<file path="config.mk">
export PLATFORM = sky130hd
export DESIGN_NAME = rr_sel_arbiter
export DESIGN_NICKNAME = d
export VERILOG_FILES = /design/src/rtl/rr_sel_arbiter.sv
export SDC_FILE = /design/constraint.sdc
export NUM_CORES = 1
export LEC_CHECK = 0
export ABC_AREA = 1
export ABC_CLOCK_PERIOD_IN_PS = 4100
export CAP_MARGIN = 10
export CELL_PAD_IN_SITES_DETAIL_PLACEMENT = 0
export CELL_PAD_IN_SITES_GLOBAL_PLACEMENT = 1
export CORE_MARGIN = 2
export CORE_UTILIZATION = 30
export DETAILED_ROUTE_END_ITERATION = 7
export GPL_TIMING_DRIVEN = 0
export PLACE_DENSITY_LB_ADDON = 0.1
export SYNTH_ARGS = -nofsm -noshare
export SYNTH_HDL_FRONTEND = slang
export SYNTH_SLANG_ARGS = --single-unit
</file>
<file path="constraint.sdc">
create_clock -name clk -period 4.1 [get_ports clk]
set_input_delay 0.82 -clock clk [delete_from_list [all_inputs] [get_ports clk]]
set_output_delay 0.82 -clock clk [all_outputs]
set_load 0.05 [all_outputs]
</file>
<file path="src/rtl/rr_sel_arbiter.sv">
// Round-robin arbiter for four requesters. The granted index is presented as a 2-bit select
// code {a,b} for an external 2-to-4 decoder. Grants are held for at most HOLD_MAX cycles.
module rr_sel_arbiter #(
  parameter int unsigned HOLD_MAX = 15
) (
  input  logic       clk,
  input  logic       rst_n,
  input  logic [3:0] req,
  input  logic       done,
  output logic       a,
  output logic       b,
  output logic       gnt_valid
);

  localparam logic [7:0] HoldLast = 8'(HOLD_MAX - 1);

  typedef enum logic [0:0] {StIdle, StGrant} state_e;

  state_e     state_q;
  logic [1:0] ptr_q;
  logic [1:0] sel_q;
  logic [7:0] hold_cnt_q;
  logic       gnt_valid_q;

  logic [1:0] pick;
  logic       pick_vld;
  logic [1:0] idx;
  logic       release_now;

  // Walk the search order backwards so the lowest offset from ptr wins.
  always_comb begin
    pick     = 2'b00;
    pick_vld = 1'b0;
    idx      = 2'b00;
    for (int i = 3; i >= 0; i--) begin
      idx = ptr_q + 2'(i);
      if (req[idx]) begin
        pick     = idx;
        pick_vld = 1'b1;
      end
    end
  end

  // All release causes fold into one condition, so ptr advances at most once per release.
  always_comb begin
    release_now = done | ~req[sel_q] | (hold_cnt_q == HoldLast);
  end

  always_ff @(posedge clk) begin
    if (!rst_n) begin
      state_q     <= StIdle;
      ptr_q       <= 2'b00;
      sel_q       <= 2'b00;
      hold_cnt_q  <= 8'd0;
      gnt_valid_q <= 1'b0;
    end else begin
      unique case (state_q)
        StIdle: begin
          if (pick_vld) begin
            sel_q       <= pick;
            hold_cnt_q  <= 8'd0;
            gnt_valid_q <= 1'b1;
            state_q     <= StGrant;
          end else begin
            gnt_valid_q <= 1'b0;
          end
        end
        StGrant: begin
          if (release_now) begin
            ptr_q       <= sel_q + 2'd1;
            gnt_valid_q <= 1'b0;
            state_q     <= StIdle;
          end else if (hold_cnt_q != 8'hFF) begin
            hold_cnt_q <= hold_cnt_q + 8'd1;
          end
        end
        default: begin
          state_q     <= StIdle;
          gnt_valid_q <= 1'b0;
        end
      endcase
    end
  end

  assign a         = sel_q[1];
  assign b         = sel_q[0];
  assign gnt_valid = gnt_valid_q;

endmodule

</file>
==> flow_summary.toml <==
[finish]
final_core_util_pct = 37.6
final_cell_mix = "nand2_1, nor2_1, a21oi_1, nand3_1, inv_1"
diodes = 0
area_growth_pct = 18.8
layout.cells.most_common = "nand2_1"
fin_nets = 183
drive_above_1_share_pct = 8.67

[yosys]
synth_cell_types = 19
syn_nets = 169
ys_seq_elements = 14
synth_top_area_share_pct = 29.0
yosysTopAreaCell = "dfxtp_1"
syn_inst = 160
seq_area_frac_synth_pct = 29.0
yosys-top-cells-area = "dfxtp_1, nand2_1, a21oi_1"
yosys_warnings = 0
netlist_area_um2 = 966
avgSynthCellArea_um2 = 6.04

[critical_path]
path_cells = "clkdlybuf4s50_1, nand3_1, o21ai_0, o21ai_0, nand2_1, buf_2, o21ai_0, a21oi_1"
crit_type = "primary input to register"
r2r-start = "hold_cnt_q[0]"
reg2regPathDepth = 10
cp.depth = 8
critPathArrivalTime_ps = 2520
cpLargestDelayFamily = "buffers and inverters"
cp_common_cell = "o21ai_0"
critPathCaptureType = "register"
critPathLaunchType = "primary input"
reg2reg_to = "ptr_q[1]"
slowest_delay_ps = 460
crit_path_max_fanout = 10
r2r_setup_slack_ps = 2220
cp_data_required_time_ps = 4260
crit_slowest_cell = "clkdlybuf4s50_1"
critPathBufInv = 2

[routing]
wl_mm = 2.42
drtPass1Iterations = 5
drtIter0Drc = 42
vias = 1006
ant_nets = 0
routed_via_density = 4.64
drcViolationCount = 0
detail_route.wl_per_cell_um = 11.1

[clocking]
htree_levels = 1
post-cts-setup-buffers = 0
postCtsResizedCells = 0
cts_sinks = 14
cts_hold_buf = 0
root_buffer = "clkbuf_4"
numCtsBuffers = 3
cts_tree = "yes"
clkTransAtPathRegs_ps = 90
clk_latency_ps = 280
clockBufferDepth = 2

[grt]
antenna_found_initial = 0
grt_pass1_vias = 893
grt_pass1_wl_mm = 4.02
grt_max_degree = 11
grt_overflow = 0
grt_usage_pct = 14.9

[sta]
fmaxAchievable_mhz = 423
setup_viol = 0
rsz0062_at_grt = "no"
worstMarginPinSlew_ps = 495
fin_crit_sh_pct = 57.6
slew_headroom_pct = 66.9
fin_ws_ps = 1740
slew_viol_final = 0
finalHoldViolations = 0
tns_ps = 0
fin_worst_skew_ps = 1.16
period_needed_ps = 2360

[floorplanning]
initial_utilization_pct = 31.6
rows = 20
io_pins = 10
die_area_mm2 = 0.00369
fp.coreArea_mm2 = 0.00305
die_w_um = 60.7
die_h_um = 60.7

[power]
power_density_mw_per_mm2 = 506
power.leakage_nw = 0.508
ir_drop_uv = 225
finalPower_mw = 0.581

[placement]
gp_congestion = 0.790
pre_cts_slack_ps = 1450
io_buffer_count = 9
dpl.hpwl_mm = 1.92

[job]
cap_violations = 0

[min_path]
holdPathEnd = "gnt_valid"
hold_start = "gnt_valid"
holdPathStages = 1
min_path_type = "register to register"

[status]
run_status = "completed"
## cell families (layout without fill, tap and decap cells)
logic type | after synthesis | count (layout) | share of synthesized area [%]
buf+inv | 18 | 31 | 7.90
compound gates | 30 | 30 | 17.0
flops | 14 | 14 | 29.0
fa+ha+maj | 2 | 2 | 2.59
simple gates | 96 | 96 | 43.5
## routing by layer
metal  global-route usage (%)  part of all wire, %  up-vias
met5                        0                    0        -
met1                     20.8                   51      439
met2                     23.5                   44       20
li1                         -                    -      545
met3                     3.41                  4.1        2
met4                     3.73                 0.41        0
## sequential cells by signal, indices dropped and copies added, names as in the netlist
name        count
hold_cnt_q      8
ptr_q           2
sel_q           2
gnt_valid       1
state_q         1
## cell usage after synthesis (all sizes together)
cell type / instances
a21oi: 17
buf: 2
dfxtp: 14
ha: 2
inv: 16
nand2: 57
nand3: 17
nor2: 19
nor3: 2
nor3b: 1
o21a: 1
o21ai: 12
## worst max path at each step
stage | start | endpoint | slack, ps
6_report | req[3] | ptr_q[1] | 1740
5_1_grt | req[3] | ptr_q[1] | 1610
4_1_cts | sel_q[0] | b | 1750
3_5_place_dp | req[3] | ptr_q[1] | 1450
3_3_place_gp | req[3] | ptr_q[1] | 1480
2_1_floorplan | req[3] | ptr_q[1] | 2240
## area by class of cell
cell class | count | area [um2]
Fill cell | 354 | 1910
Inverter | 16 | 60.1
Multi-Input combinational cell | 128 | 609
Timing Repair Buffer | 9 | 90.1
Sequential cell | 14 | 280
Tap cell | 44 | 55.1
Buffer | 2 | 16.3
Clock buffer | 4 | 36.3
## stage by stage
stage / cell area (um2) / std cells / hold slack, ps
after detailed placement: 1110 / 213 / 456
after global placement: 1110 / 213 / 450
after global routing: 1150 / 217 / 496
final: 1150 / 217 / 477
after CTS: 1150 / 217 / 483
after floorplan: 966 / 160 / 471
## report_power, final
part           internal, mW  switching [mW]  leakage, nW  total, mW
logic                0.0996           0.187        0.373      0.287
registers             0.162          0.0304        0.115      0.193
clock network        0.0540          0.0469       0.0210      0.101
total                 0.316           0.265        0.508      0.581
## worst register-to-register path: stages (launching register included)
cell and delay [ps]:
dfxtp_1 390, inv_1 80, ha_1 210, nand3_1 80, nor2_1 40, nor2_1 90, o21ai_0 140, nand2_1 230
buf_2 280, o21ai_0 120, a21oi_1 150
(Power assumes the default switching activity.)
